### src/rtl/shift_l_arb_pkg.sv
// Shared types and constants for the shift_l_arb arbitrated left shifter.
package shift_l_arb_pkg;

  // Response-side FSM: IDLE holds no result, RESP holds one valid result.
  typedef enum logic {
    IDLE = 1'b0,
    RESP = 1'b1
  } state_t;

  // Width of each per-requester saturating transfer counter.
  localparam int unsigned STATS_W = 16;

endpackage

### src/rtl/shift_l_nbit.sv
// Combinational logical left shifter: y = a << b.
// Bits shifted out are discarded and zeros are filled in from the right.
module shift_l_nbit #(
  parameter int unsigned WIDTH       = 8,
  parameter int unsigned SHIFT_WIDTH = 3
) (
  input  logic [WIDTH-1:0]       a,
  input  logic [SHIFT_WIDTH-1:0] b,
  output logic [WIDTH-1:0]       y
);

  // Zero-filling logical shift, result truncated to WIDTH.
  always_comb begin
    y = a << b;
  end

endmodule

### src/rtl/shift_l_arb.sv
// shift_l_arb: NREQ requesters share one left shifter through a
// round-robin arbiter; the result is held in a registered response slot
// with valid/ready handshake and single-cycle back-to-back throughput.
// Optional feature: define SHIFT_L_ARB_STATS_EN to add grant_cnt, a
// 16-bit saturating transfer counter per requester.
module shift_l_arb
  import shift_l_arb_pkg::*;
#(
  parameter int unsigned WIDTH       = 8,
  parameter int unsigned SHIFT_WIDTH = 3,
  parameter int unsigned NREQ        = 4
) (
  input  logic                        clk,
  input  logic                        rst,
  input  logic [NREQ-1:0]             req_valid,
  input  logic [NREQ*WIDTH-1:0]       req_a,
  input  logic [NREQ*SHIFT_WIDTH-1:0] req_b,
  output logic [NREQ-1:0]             req_ready,
  output logic                        rsp_valid,
  input  logic                        rsp_ready,
  output logic [WIDTH-1:0]            rsp_y,
  output logic [$clog2(NREQ)-1:0]     rsp_id
`ifdef SHIFT_L_ARB_STATS_EN
  ,
  output logic [NREQ*STATS_W-1:0]     grant_cnt
`endif
);

  localparam int unsigned IDW = $clog2(NREQ);

  state_t                 state;
  logic [IDW-1:0]         ptr;
  logic [IDW-1:0]         gidx;
  logic [IDW-1:0]         ptr_nxt;
  logic                   found;
  logic                   can_accept;
  logic [NREQ-1:0]        grant;
  logic                   xfer;
  int unsigned            idx;
  logic [WIDTH-1:0]       sel_a;
  logic [SHIFT_WIDTH-1:0] sel_b;
  logic [WIDTH-1:0]       shift_y;

  // Round-robin search: first valid requester at or after ptr, wrapping.
  always_comb begin
    gidx  = '0;
    found = 1'b0;
    idx   = 0;
    for (int unsigned k = 0; k < NREQ; k++) begin
      idx = 32'(ptr) + k;
      if (idx >= NREQ) begin
        idx = idx - NREQ;
      end
      if (!found && req_valid[IDW'(idx)]) begin
        found = 1'b1;
        gidx  = IDW'(idx);
      end
    end
  end

  // Grant only when the response slot is free or being drained this cycle.
  always_comb begin
    can_accept = (state == IDLE) || rsp_ready;
    grant      = '0;
    if (!rst && can_accept && found) begin
      grant[gidx] = 1'b1;
    end
    req_ready = grant;
    xfer      = |grant;
    ptr_nxt   = (gidx == IDW'(NREQ - 1)) ? '0 : gidx + 1'b1;
  end

  // Operand mux feeding the shared shifter from the granted requester.
  always_comb begin
    sel_a = WIDTH'(req_a >> (32'(gidx) * WIDTH));
    sel_b = SHIFT_WIDTH'(req_b >> (32'(gidx) * SHIFT_WIDTH));
  end

  shift_l_nbit #(
    .WIDTH       (WIDTH),
    .SHIFT_WIDTH (SHIFT_WIDTH)
  ) u_shift (
    .a (sel_a),
    .b (sel_b),
    .y (shift_y)
  );

  // Response FSM with registered result, id, valid and priority pointer.
  always_ff @(posedge clk) begin
    if (rst) begin
      state     <= IDLE;
      ptr       <= '0;
      rsp_valid <= 1'b0;
      rsp_y     <= '0;
      rsp_id    <= '0;
    end else begin
      case (state)
        IDLE: begin
          if (xfer) begin
            state     <= RESP;
            rsp_valid <= 1'b1;
            rsp_y     <= shift_y;
            rsp_id    <= gidx;
            ptr       <= ptr_nxt;
          end
        end
        RESP: begin
          if (rsp_ready) begin
            if (xfer) begin
              state     <= RESP;
              rsp_valid <= 1'b1;
              rsp_y     <= shift_y;
              rsp_id    <= gidx;
              ptr       <= ptr_nxt;
            end else begin
              state     <= IDLE;
              rsp_valid <= 1'b0;
            end
          end
        end
        default: begin
          state     <= IDLE;
          rsp_valid <= 1'b0;
        end
      endcase
    end
  end

`ifdef SHIFT_L_ARB_STATS_EN
  logic [STATS_W-1:0] cnt_q [NREQ];

  for (genvar gi = 0; gi < NREQ; gi++) begin : g_cnt
    // Per-requester transfer counter, saturating at all-ones.
    always_ff @(posedge clk) begin
      if (rst) begin
        cnt_q[gi] <= '0;
      end else if (grant[gi] && (cnt_q[gi] != '1)) begin
        cnt_q[gi] <= cnt_q[gi] + 1'b1;
      end
    end

    assign grant_cnt[gi*STATS_W +: STATS_W] = cnt_q[gi];
  end
`else
  // No statistics counters in this build.
`endif

endmodule
### config.mk
export PLATFORM = sky130hd
export DESIGN_NAME = shift_l_arb
export DESIGN_NICKNAME = d
export VERILOG_FILES = /design/src/rtl/shift_l_arb_pkg.sv /design/src/rtl/shift_l_nbit.sv /design/src/rtl/shift_l_arb.sv
export SDC_FILE = /design/constraint.sdc
export NUM_CORES = 1
export LEC_CHECK = 0
export BUFFER_PORTS_ARGS = -buffer_cell sky130_fd_sc_hd__buf_2
export CAP_MARGIN = 20
export CELL_PAD_IN_SITES_DETAIL_PLACEMENT = 1
export CELL_PAD_IN_SITES_GLOBAL_PLACEMENT = 1
export CORE_MARGIN = 2
export CORE_UTILIZATION = 35
export CTS_CLUSTER_SIZE = 16
export DETAILED_ROUTE_END_ITERATION = 6
export PLACE_DENSITY_LB_ADDON = 0.1
export SETUP_SLACK_MARGIN = 0.15
export SYNTH_ARGS = -nofsm -noshare
export SYNTH_HDL_FRONTEND = slang
export SYNTH_SLANG_ARGS = --single-unit
### constraint.sdc
create_clock -name clk -period 5.3 [get_ports clk]
set_clock_uncertainty 0.1 [all_clocks]
set_input_delay 1.06 -clock clk [delete_from_list [all_inputs] [get_ports clk]]
set_output_delay 1.06 -clock clk [all_outputs]
set_load 0.05 [all_outputs]
Yosys cells after proc, flatten, opt, wreduce, memory -nomap -nowiden
Cells that the tools add are included.
{"block": "classes", "n_addsub": 8, "multipliers": 1, "div": 0, "order_cmp": 10, "eq_ne": 3, "n_shift": 3, "mux": 39, "n_bitwise": 1, "n_reduce_logical": 13}
{"cell": "$shr A32 B5 Y8", "n": 1}
{"cell": "$mux W2", "n": 13}
{"cell": "$mux W8", "n": 2}
{"cell": "$pmux W8 S2", "n": 1}
{"cell": "$lt A2 B3 Y1 const B", "n": 5}
{"cell": "$mux W1", "n": 13}
{"cell": "$shr A12 B4 Y3", "n": 1}
{"cell": "$ge A3 B3 Y1 const B", "n": 3}
{"cell": "$bmux W1 S2", "n": 4}
{"cell": "$pmux W2 S2", "n": 2}
{"cell": "$shl A8 B3 Y8", "n": 1}
{"cell": "$sub A2 B1 Y2 const B", "n": 4}
{"cell": "$add A2 B2 Y3 const B", "n": 2}
{"cell": "$logic_and A1 B1 Y1", "n": 6}
{"cell": "$logic_not A1 Y1", "n": 4}
{"cell": "$mul A2 B2 Y4 const B", "n": 1}
{"cell": "$mux W4", "n": 1}
{"cell": "$ne A2 B2 Y1 const B", "n": 2}
{"cell": "$pmux W1 S2", "n": 2}
{"cell": "$reduce_or A4 Y1", "n": 1}
{"cell": "$add A2 B1 Y3 const B", "n": 1}
{"cell": "$ge A2 B3 Y1 const B", "n": 1}
{"cell": "$add A2 B1 Y2 const B", "n": 1}
{"cell": "$demux W1 S2", "n": 1}
{"cell": "other kinds (5)", "n": 5}
{"block": "word_totals", "ff_bits": 14, "latchBits": 0, "ram_bits": 0, "rom_bits": 0, "input_bits": 51, "output_inout_bits": 15, "word_cells": 83, "memories": 0}

Logic depth before layout (Yosys ltp)
Gate-level depths: netlist (run 1).
{"block": "logic_depth", "ltp_word": 23, "ltp_mapped": 12, "depth_no_buf": 9}

By module
A second synthesis (run 1) with hierarchy kept.
{"block": "hier_totals", "hier_cells": 140, "area_unflattened_um2": 1327.5}
{"module": "shift_l_arb", "instances": 1, "cells_per_inst": 108, "area_per_inst_um2": 1054.8, "seq_area_each_um2": 280.3}
{"module": "shift_l_nbit", "instances": 1, "cells_per_inst": 32, "area_per_inst_um2": 272.8, "seq_area_each_um2": 0.0}

Worst setup path before layout (run 1)
No wires, ideal clock.
{"block": "synth_timing", "kind": "input to output", "from": "input req_valid[2]", "to": "output req_ready[3]", "arrival_time_ns": 2.768, "t_required_ns": 4.140, "setup_slack_ns": 1.372, "cell_stages": 8, "path_buffers": 3, "path_cell_list": "nor2b_1 -> buf_6 -> or4b_1 -> buf_2 -> nand2_2 -> buf_6 -> ha_1 -> and2_1"}
{"block": "synth_between", "elab_chain_cells": 17, "word_cells_on_any_way": 29, "cone_classes": "order compare: 2; mux: 19; reduce/logical: 8"}
{"item": "start, declared", "line_no": "shift_l_arb.sv:15", "source": "input logic [NREQ-1:0] req_valid,"}
{"item": "$bmux W1 S2", "line_no": "shift_l_arb.sv:54", "source": "if (!found && req_valid[IDW'(idx)]) begin"}
{"item": "$mux W1 (not written as such)", "line_no": "shift_l_arb.sv:54"}
{"item": "$mux W1", "line_no": "shift_l_arb.sv:54"}
{"item": "$logic_not A1 Y1", "line_no": "shift_l_arb.sv:54"}
{"item": "$logic_and A1 B1 Y1", "line_no": "shift_l_arb.sv:54"}
{"item": "$mux W1", "line_no": "shift_l_arb.sv:54"}
{"item": "$logic_not A1 Y1", "line_no": "shift_l_arb.sv:54"}
{"item": "$logic_and A1 B1 Y1", "line_no": "shift_l_arb.sv:54"}
{"item": "[2 not listed]"}
{"item": "$logic_and A1 B1 Y1", "line_no": "shift_l_arb.sv:54"}
{"item": "$mux W2 *", "line_no": "shift_l_arb.sv:54"}
{"item": "net gidx[0]", "line_no": "shift_l_arb.sv:33", "source": "logic [IDW-1:0] gidx;"}
{"item": "$lt A2 B3 Y1 (not written as such) or $ge A2 B1 Y1 (tied branches)", "line_no": "shift_l_arb.sv:66", "source": "grant[gidx] = 1'b1;"}
{"item": "$logic_and A1 B1 Y1 (not written as such)", "line_no": "shift_l_arb.sv:66"}
{"item": "$mux W1 (not written as such)", "line_no": "shift_l_arb.sv:66"}
{"item": "$demux W1 S2 *", "line_no": "shift_l_arb.sv:66"}
{"item": "$mux W4 *", "line_no": "shift_l_arb.sv:65", "source": "if (!rst && can_accept && found) begin"}
{"item": "end, declared", "line_no": "shift_l_arb.sv:18", "source": "output logic [NREQ-1:0] req_ready,"}
Mark *: on every way through the listed nets, which the timed path passes. The rest lies on a longest branch. The select of a mux whose other input is x is not followed.

Worst setup path after layout (run 1)
{"block": "layout_timing", "from": "input req_valid[2]", "to": "output req_ready[2]"}
{"block": "layout_between", "elab_chain_cells": 17, "word_cells_on_any_way": 29, "cone_classes": "order compare: 2; mux: 19; reduce/logical: 8"}
{"item": "$bmux W1 S2", "line_no": "shift_l_arb.sv:54"}
{"item": "$mux W1 (not written as such)", "line_no": "shift_l_arb.sv:54"}
{"item": "$mux W1", "line_no": "shift_l_arb.sv:54"}
{"item": "$logic_not A1 Y1", "line_no": "shift_l_arb.sv:54"}
{"item": "$logic_and A1 B1 Y1", "line_no": "shift_l_arb.sv:54"}
{"item": "$mux W1", "line_no": "shift_l_arb.sv:54"}
{"item": "$logic_not A1 Y1", "line_no": "shift_l_arb.sv:54"}
{"item": "$logic_and A1 B1 Y1", "line_no": "shift_l_arb.sv:54"}
{"item": "$mux W1", "line_no": "shift_l_arb.sv:54"}
{"item": "$logic_not A1 Y1", "line_no": "shift_l_arb.sv:54"}
{"item": "$logic_and A1 B1 Y1", "line_no": "shift_l_arb.sv:54"}
{"item": "$mux W2", "line_no": "shift_l_arb.sv:54"}
{"item": "$lt A2 B3 Y1 (not written as such) or $ge A2 B1 Y1 (tied branches)", "line_no": "shift_l_arb.sv:66"}
{"item": "$logic_and A1 B1 Y1 (not written as such)", "line_no": "shift_l_arb.sv:66"}
{"item": "$mux W1 (not written as such)", "line_no": "shift_l_arb.sv:66"}
{"item": "$demux W1 S2", "line_no": "shift_l_arb.sv:66"}
{"item": "$mux W4 *", "line_no": "shift_l_arb.sv:65"}
Every way passes the cells marked *; elsewhere a longest branch is shown, timed or not. The select of a mux whose other input is x is not followed.

==> impl_metrics.tcl, run 1 <==
set metrics [dict create \
    drv_cap 0 \
    drive_gt1_share_pct 33.3 \
    gr-total-overflow 0 \
    via_per_inst 5.47 \
    seq_area_frac_synth_pct 19.2 \
    p_sw_uw 270 \
    rsz0062_at_grt "false" \
    p_per_area_nw_per_um2 318 \
    crit_arrival_ns 3.26 \
    io_pins 66 \
    p_clk_share_pct 18.2 \
    portBuffers 65 \
    pwr-share-seq_pct 23.0 \
    timing.fmax_mhz 226 \
    place_hpwl_um 3390 \
    clkLatencyLatePin_ns 0.24 \
    syn_area_um2 1460 \
    grt_pass1_vias 1483 \
    std_cell_rows 23 \
    drv_slew 0 \
    clock_path_buffers 2 \
    dr.pass1.iters 4 \
    antenna_found_initial 0 \
    remaining_drc_errors 0 \
    track_usage_pct 19.0 \
    synth_cells 186 \
    ctsHtreeMaxLevel 1 \
    post_cts_resized 0 \
    cts_root_buf "clkbuf_8" \
    finalSetupViolations 0 \
    avgRoutedWirePerCell_um 14.6 \
    synthArstFlopShare_pct 0 \
    start_util_pct 36.4 \
    finalNetCount 299 \
    synthTopCellsByCount "nand2_1, mux2i_1, dfxtp_1, nor2_1, nand3_1" \
    worstSetupPathType "in2out" \
    layout_setup_ws_ns 0.876 \
    hold_viol_final 0 \
    hold_path_class "reg2reg" \
    required_ns 4.14 \
    die_area_um2 4690 \
    dp_slack_ns 0.880 \
    synthTopCellsByArea "dfxtp_1, mux2i_1, nand2_1" \
    cts_made_buffers 3 \
    grt_pass1_wl_um 6790 \
    p_leak_uw 0.000834 \
    num_vias 1602 \
    worst_setup_path_end_kind "primary output" \
    grt_max_degree 24 \
    place_congestion 0.762 \
    ant_nets 0 \
    ir_worst_vdd_mv 0.175 \
    synth_flop_cell "dfxtp_1" \
    syn_nets 241 \
    internal_power_uw 316 \
    post-cts-setup-buffer-count 0 \
    ctsHoldBuffers 0 \
    hold_slack_ns 0.354 \
    switching_share_pct 46.1 \
    slew_headroom_pct 46.4 \
    cts.sinks 14 \
    start_kind "input pin" \
    worst_slew_pin_slew_ns 0.802 \
    placed_cells 289 \
    yosysTopAreaCell "dfxtp_1" \
    syn2layout_area_growth_pct 26.5 \
    final_cells 293 \
    ys_seq_elements 14 \
    ys_types 41 \
    power_frac_comb_pct 58.7 \
    clkTransAtPathRegs_ns 0.06 \
    synth_top_area_share_pct 19.2 \
    period_minus_slack_ns 4.42 \
    synth-edff-count 0 \
    status "completed" \
    routed_wl_um 4290 \
    cp_max_fo 13 \
    yosysWarnings 0 \
    chipWidth_um 68.5 \
    coreArea_um2 4000 \
    die_h_um 68.5 \
    avgSynthCellArea_um2 7.83 \
    antenna_cells 0 \
    drt-initial-drc-count 97 \
    fin_tns_setup_ns 0 \
    synth_most_common_cell "nand2_1" \
    period_share_pct 83.5 \
    cts_tree "built" \
]
==> cells in the final DEF, fill, tap and decap left out, drive strengths merged, types with 4 or more instances in the layout <==
cell	count
and3	6
ha	4
a21oi	8
a221o	4
dfxtp	14
nand2	25
a32oi	4
a21bo	4
nor4	8
clkbuf	4
a221oi	5
mux2i	17
buf	69
nor3b	9
nor2	12
nor2b	4
nand3	10
and2	5
==> power groups by stage <==
stage	Clock, µW	Combinational [µW]	Sequential [µW]
2_1_floorplan	0	230	175
3_3_place_gp	0	343	136
3_5_place_dp	0	345	137
4_1_cts	109	346	135
5_1_grt	114	380	138
6_report	107	344	135
==> layer usage <==
layer | part of all wire, % | global-route usage, % | vias to the layer above
met5 | 0 | 0 | -
li1 | - | - | 821
met2 | 49 | 33.7 | 39
met1 | 46 | 24.9 | 740
met4 | 0.23 | 1.50 | 0
met3 | 4.5 | 3.41 | 2
==> area by class of cell <==
cell class	instances	area, µm²
fillers	527	2160
clock buffers	4	55.1
inverters	2	7.51
multi-input cells	154	1080
well taps	50	62.6
repair buffers	69	355
flip-flops and latches	14	280
==> state kept, by name (all words and copies together), names as in the netlist <==
register,flops
rsp_valid,1
rsp_id,2
state,1
rsp_y,8
ptr,2
==> cell families after synthesis <==
group	share of synthesized area [%]
fa+ha+maj	3.44
mux	13.2
compound gates	25.6
simple gates	31.4
flops	19.2
buf+inv	7.04
==> through the flow <==
step | util, % | power [µW] | area [µm²]
floorplan | - | 405 | 1460
global placement | 44.7 | 479 | 1790
detailed placement | 44.7 | 482 | 1790
CTS | 46.0 | 591 | 1840
global route | 46.0 | 632 | 1840
finish | 46.0 | 586 | 1840
==> path summary, 6_finish.rpt <==
path | startpoint | end | slack [ns] | cells past startpoint
worst max-delay path | req_valid[2] | req_ready[2] | 0.88 | 8
worst min register to register | rsp_y[1] | rsp_y[1] | 0.35 | 2
worst min-delay path | rsp_y[1] | rsp_y[1] | 0.35 | 2
worst max register to register | ptr[1] | rsp_y[7] | 1.97 | 9
==> worst max-delay path, cell delays in order <==
cell and delay [ns]:
buf_2 0.09, nor2b_1 0.45, a211o_1 0.31, nand2_1 0.23, inv_1 0.43, ha_1 0.29
and2_1 0.13, buf_2 0.25
Power figures use the tool's default switching activity.
==> inputs of run 2 (changes only) <==
--- a/config.mk
+++ b/config.mk
@@ -10,7 +10,7 @@
 export CELL_PAD_IN_SITES_DETAIL_PLACEMENT = 1
 export CELL_PAD_IN_SITES_GLOBAL_PLACEMENT = 1
 export CORE_MARGIN = 2
-export CORE_UTILIZATION = 35
+export CORE_UTILIZATION = 30
 export CTS_CLUSTER_SIZE = 16
 export DETAILED_ROUTE_END_ITERATION = 6
 export PLACE_DENSITY_LB_ADDON = 0.1
==> constraint.sdc (replaced) <==
create_clock -name clk -period 4.05 [get_ports clk]
set_clock_uncertainty 0.1 [all_clocks]
set_input_delay 0.81 -clock clk [delete_from_list [all_inputs] [get_ports clk]]
set_output_delay 0.81 -clock clk [all_outputs]
set_load 0.05 [all_outputs]
==> run 2 against run 1 <==
Compared with the run above:
- worst setup slack got worse by 0.49 ns
- register-to-register slack got worse by 1.2 ns
- utilization down 6.5 points
==> impl_metrics.tcl, run 2 (synthesized netlist as in run 1, its figures left out) <==
set metrics [dict create \
    top_regs "rsp_y (8), ptr (2), rsp_id (2)" \
    hold_path_class "reg2reg" \
    coreArea_um2 4690 \
    drv_slew 0 \
    ctsHtreeMaxLevel 1 \
    place_congestion 0.763 \
    placedInstanceArea_um2 1810 \
    p_leak_uw 0.000842 \
    drv_cap 0 \
    finalSetupViolations 0 \
    remaining_drc_errors 0 \
    num_vias 1626 \
    cts_tree "built" \
    mostFrequentLayoutCell "buf_2" \
    timing.fmax_mhz 273 \
    dr.pass1.iters 4 \
    io_pins 66 \
    required_ns 3.14 \
    slew_headroom_pct 48.8 \
    post_cts_resized 0 \
    clkLatencyLatePin_ns 0.24 \
    slowest_stage "or4b_1" \
    mostFrequentLayoutCells "buf_2, nand2_1, mux2i_1, dfxtp_1, nor2_1" \
    max_stage_delay_ns 0.72 \
    clkTransAtPathRegs_ns 0.05 \
    cts_root_buf "clkbuf_8" \
    routed_wl_um 4540 \
    antenna_found_initial 0 \
    cp_max_fo 9 \
    clock_path_buffers 2 \
    worstSetupPathType "in2out" \
    largest-register "rsp_y" \
    drt-initial-drc-count 90 \
    fin_tns_setup_ns 0 \
    chipWidth_um 73.7 \
    ir_worst_vdd_mv 0.176 \
    crit_top_cell "buf_2" \
    std_cell_rows 25 \
    crit_arrival_ns 2.75 \
    post-cts-setup-buffer-count 0 \
    grt_pass1_vias 1562 \
    fill_cells 625 \
    gr-total-overflow 0 \
    cts_made_buffers 3 \
    portBuffers 65 \
    hold_viol_final 0 \
    syn2layout_area_growth_pct 27.4 \
    rsz0062_at_grt "false" \
    status "completed" \
    finalNetCount 302 \
    drive_gt1_share_pct 33.9 \
    cp_num_buf_inv 3 \
    avgRoutedWirePerCell_um 15.2 \
    final_area_um2 1860 \
    ant_nets 0 \
    track_usage_pct 16.7 \
    die_area_um2 5430 \
    place_hpwl_um 3650 \
    grt_max_degree 20 \
    die_h_um 73.7 \
    ctsHoldBuffers 0 \
    largest_reg_flops 8 \
    worst_setup_path_end_kind "primary output" \
    period_share_pct 90.4 \
    antenna_cells 0 \
    start_kind "input pin" \
    worst_slew_pin_slew_ns 0.767 \
    cts.sinks 14 \
    grt_pass1_wl_um 7250 \
    via_per_inst 5.44 \
    p_per_area_nw_per_um2 407 \
    path_cells "buf_2 > nor2b_1 > or4b_1 > nand2_2 > inv_1 > ha_1 > and2_1 > buf_2" \
    period_minus_slack_ns 3.66 \
    start_util_pct 31.0 \
    cp_top_family "simple AND/OR/NAND/NOR gates" \
]
[run 2: layer usage]
metal	wire length, µm	global-route usage (%)	share of wire, %
met1	2230	23.6	49
met2	2100	27.8	46
met3	194	2.61	4.3
met4	15	1.21	0.33
met5	0	0	0
[run 2: power breakdown]
group	leakage (µW)	switching (µW)	internal (µW)
logic	0.000705	292	176
registers	0.000115	17.2	159
clock network	0.0000216	46.0	65.7
total	0.000842	355	401
[run 2: worst reg2reg max path: stages, from the launching register on]
cell and delay [ns]:
dfxtp_1 0.67, nand2_1 0.10, a211o_1 0.40, nand2_1 0.12
inv_1 0.12, buf_4 0.21, a32oi_2 0.55, mux2i_1 0.20
mux2i_1 0.26, nor3_1 0.09, a2111oi_2 0.31
[run 2: path summary, 6_finish.rpt]
| kind | startpoint | endpoint | slack, ns | cells after the start |
|---|---|---|---|---|
| worst max-delay path | req_valid[2] | req_ready[0] | 0.39 | 8 |
| worst min-delay path | rsp_id[1] | rsp_id[1] | 0.36 | 2 |
| worst max register to register | ptr[1] | rsp_y[7] | 0.82 | 10 |
| worst min register to register | rsp_id[1] | rsp_id[1] | 0.36 | 2 |
[run 2: cell type report]
type | count | area (µm²) | share of cell area, %
inverter | 2 | 7.51 | 0.405
timing repair buffer | 72 | 378 | 20.4
sequential | 14 | 280 | 15.1
tap | 54 | 67.6 | 3.64
clock buffer | 3 | 41.3 | 2.23
multi-input combinational | 154 | 1080 | 58.3
[run 2: stage by stage]
stage                     total power, µW  instances  hold slack (ns)  worst slack, ns  util, %
after floorplan                       530        186            0.361            0.502        -
after global placement                647        296            0.348            0.371     38.7
after detailed placement              647        296            0.360            0.339     38.7
after CTS                             761        299            0.368            0.381     39.5
after global routing                  813        299            0.374            0.244     39.5
final                                 756        299            0.360            0.388     39.5
==> inputs of run 3 (changes only) <==
--- a/config.mk
+++ b/config.mk
@@ -8,9 +8,9 @@
 export BUFFER_PORTS_ARGS = -buffer_cell sky130_fd_sc_hd__buf_2
 export CAP_MARGIN = 20
 export CELL_PAD_IN_SITES_DETAIL_PLACEMENT = 1
-export CELL_PAD_IN_SITES_GLOBAL_PLACEMENT = 1
+export CELL_PAD_IN_SITES_GLOBAL_PLACEMENT = 2
 export CORE_MARGIN = 2
-export CORE_UTILIZATION = 30
+export CORE_UTILIZATION = 23
 export CTS_CLUSTER_SIZE = 16
 export DETAILED_ROUTE_END_ITERATION = 6
 export PLACE_DENSITY_LB_ADDON = 0.1
==> run 3 against run 2 <==
Compared with the run above:
- final cell count up 7.4%
- sequential cell count unchanged
- global-route usage down 2.8 points
- wire length up 8.9%
- worst setup slack better by 0.00054 ns
- register-to-register slack worse by 0.08 ns
- count of clock-buffer cells in the layout up 1
- design area up 2.4%
- non-clock buffer count unchanged
- die area up 29%
- hold slack worse by 0.0018 ns
==> impl_metrics.tcl, run 3 (synthesized netlist as in run 1, its figures left out) <==
set metrics [dict create \
    cp_num_buf_inv 3 \
    remaining_drc_errors 0 \
    ir_worst_vdd_mv 0.196 \
    start_util_pct 24.2 \
    required_ns 3.14 \
    portBuffers 65 \
    antenna_found_initial 0 \
    top_regs "rsp_y (8), ptr (2), rsp_id (2)" \
    crit_top_cell "buf_2" \
    dr.pass1.iters 4 \
    syn2layout_area_growth_pct 30.5 \
    drv_cap 0 \
    mostFrequentLayoutCell "buf_2" \
    hold_path_class "reg2reg" \
    finalNetCount 302 \
    cts.sinks 14 \
    drt-initial-drc-count 69 \
    grt_pass1_wl_um 8220 \
    largest-register "rsp_y" \
    start_kind "input pin" \
    die_area_um2 6980 \
    ant_nets 0 \
    worst_setup_path_end_kind "primary output" \
    max_stage_delay_ns 0.69 \
    cp_top_family "simple AND/OR/NAND/NOR gates" \
    drv_slew 0 \
    avgRoutedWirePerCell_um 15.4 \
    hold_slack_ns 0.358 \
    post-cts-setup-buffer-count 0 \
    coreArea_um2 6030 \
    clkTransAtPathRegs_ns 0.06 \
    period_minus_slack_ns 3.66 \
    io_pins 66 \
    fin_tns_setup_ns 0 \
    p_per_area_nw_per_um2 412 \
    ctsHtreeMaxLevel 1 \
    utilization_pct 31.5 \
    ctsHoldBuffers 0 \
    clkLatencyLatePin_ns 0.24 \
    finalSetupViolations 0 \
    num_vias 1629 \
    seq_area_um2 280 \
    power_uw 784 \
    routed_wl_um 4950 \
    via_per_inst 5.07 \
    gr-total-overflow 0 \
    worstSetupPathType "in2out" \
    fill_cells 760 \
    status "completed" \
    cp_max_fo 9 \
    slew_headroom_pct 43.7 \
    crit_arrival_ns 2.75 \
    std_cell_rows 28 \
    cts_tree "built" \
    rsz0062_at_grt "false" \
    worst_slew_pin_slew_ns 0.842 \
    hold_viol_final 0 \
    clock_path_buffers 2 \
    path_cells "buf_2 > nor2b_1 > or4_1 > nand2_2 > inv_1 > ha_1 > and2_1 > buf_2" \
    cts_made_buffers 3 \
    die_h_um 83.6 \
    track_usage_pct 13.8 \
    antenna_cells 0 \
    post_cts_resized 0 \
    slowest_stage "or4_1" \
    multi_input_area_um2 1090 \
    drive_gt1_share_pct 35.0 \
    chipWidth_um 83.6 \
    period_share_pct 90.4 \
    timing.fmax_mhz 273 \
    p_leak_uw 0.000850 \
    grt_pass1_vias 1601 \
    cts_root_buf "clkbuf_8" \
    largest_reg_flops 8 \
    place_hpwl_um 3960 \
    place_congestion 0.768 \
    grt_max_degree 23 \
    mostFrequentLayoutCells "buf_2, nand2_1, mux2i_1, dfxtp_1, nor2_1" \
]
==> run 3: layout make-up <==
| class | count | share of cell area [%] |
|---|---|---|
| clock buffer | 4 | 2.90 |
| inverter | 2 | 0.395 |
| sequential | 14 | 14.7 |
| multi-input combinational | 154 | 57.1 |
| tap | 75 | 4.94 |
| timing repair buffer | 72 | 19.9 |
==> run 3: power by group <==
part           internal [µW]  switching (µW)
registers                159            17.9
logic                    176             294
clock network           86.0            50.3
==> run 3: worst register-to-register path, stage by stage (launching register included) <==
cell and delay, ns:
dfxtp_1 0.69, or4b_1 0.56, buf_4 0.24, a21bo_1 0.19, a32oi_2 0.58, mux2i_1 0.21, mux2i_1 0.24, nor3_1 0.09
a2111oi_2 0.31
==> run 3: per-stage QoR <==
step                      instance area, µm²  std cells  worst slack (ns)
final                                   1900        321             0.389
after global routing                    1900        321             0.282
after CTS                               1900        321             0.333
after detailed placement                1840        317             0.210
after global placement                  1840        317             0.210
after floorplan                         1460        186             0.502
==> run 3: per-layer routing <==
metal	GRT usage [%]	wire length [µm]	up-vias
li1	-	-	832
met1	19.8	2430	753
met2	23.1	2270	42
met3	1.98	227	2
met4	0.880	14	0
met5	0	0	-
==> run 3: path summary, 6_finish.rpt <==
path | start | to | slack (ns) | depth (start not counted)
setup / recovery | req_valid[2] | req_ready[2] | 0.39 | 8
hold / removal | rsp_valid | rsp_valid | 0.36 | 2
setup reg to reg | ptr[1] | rsp_y[7] | 0.74 | 8
hold reg to reg | rsp_valid | rsp_valid | 0.36 | 2
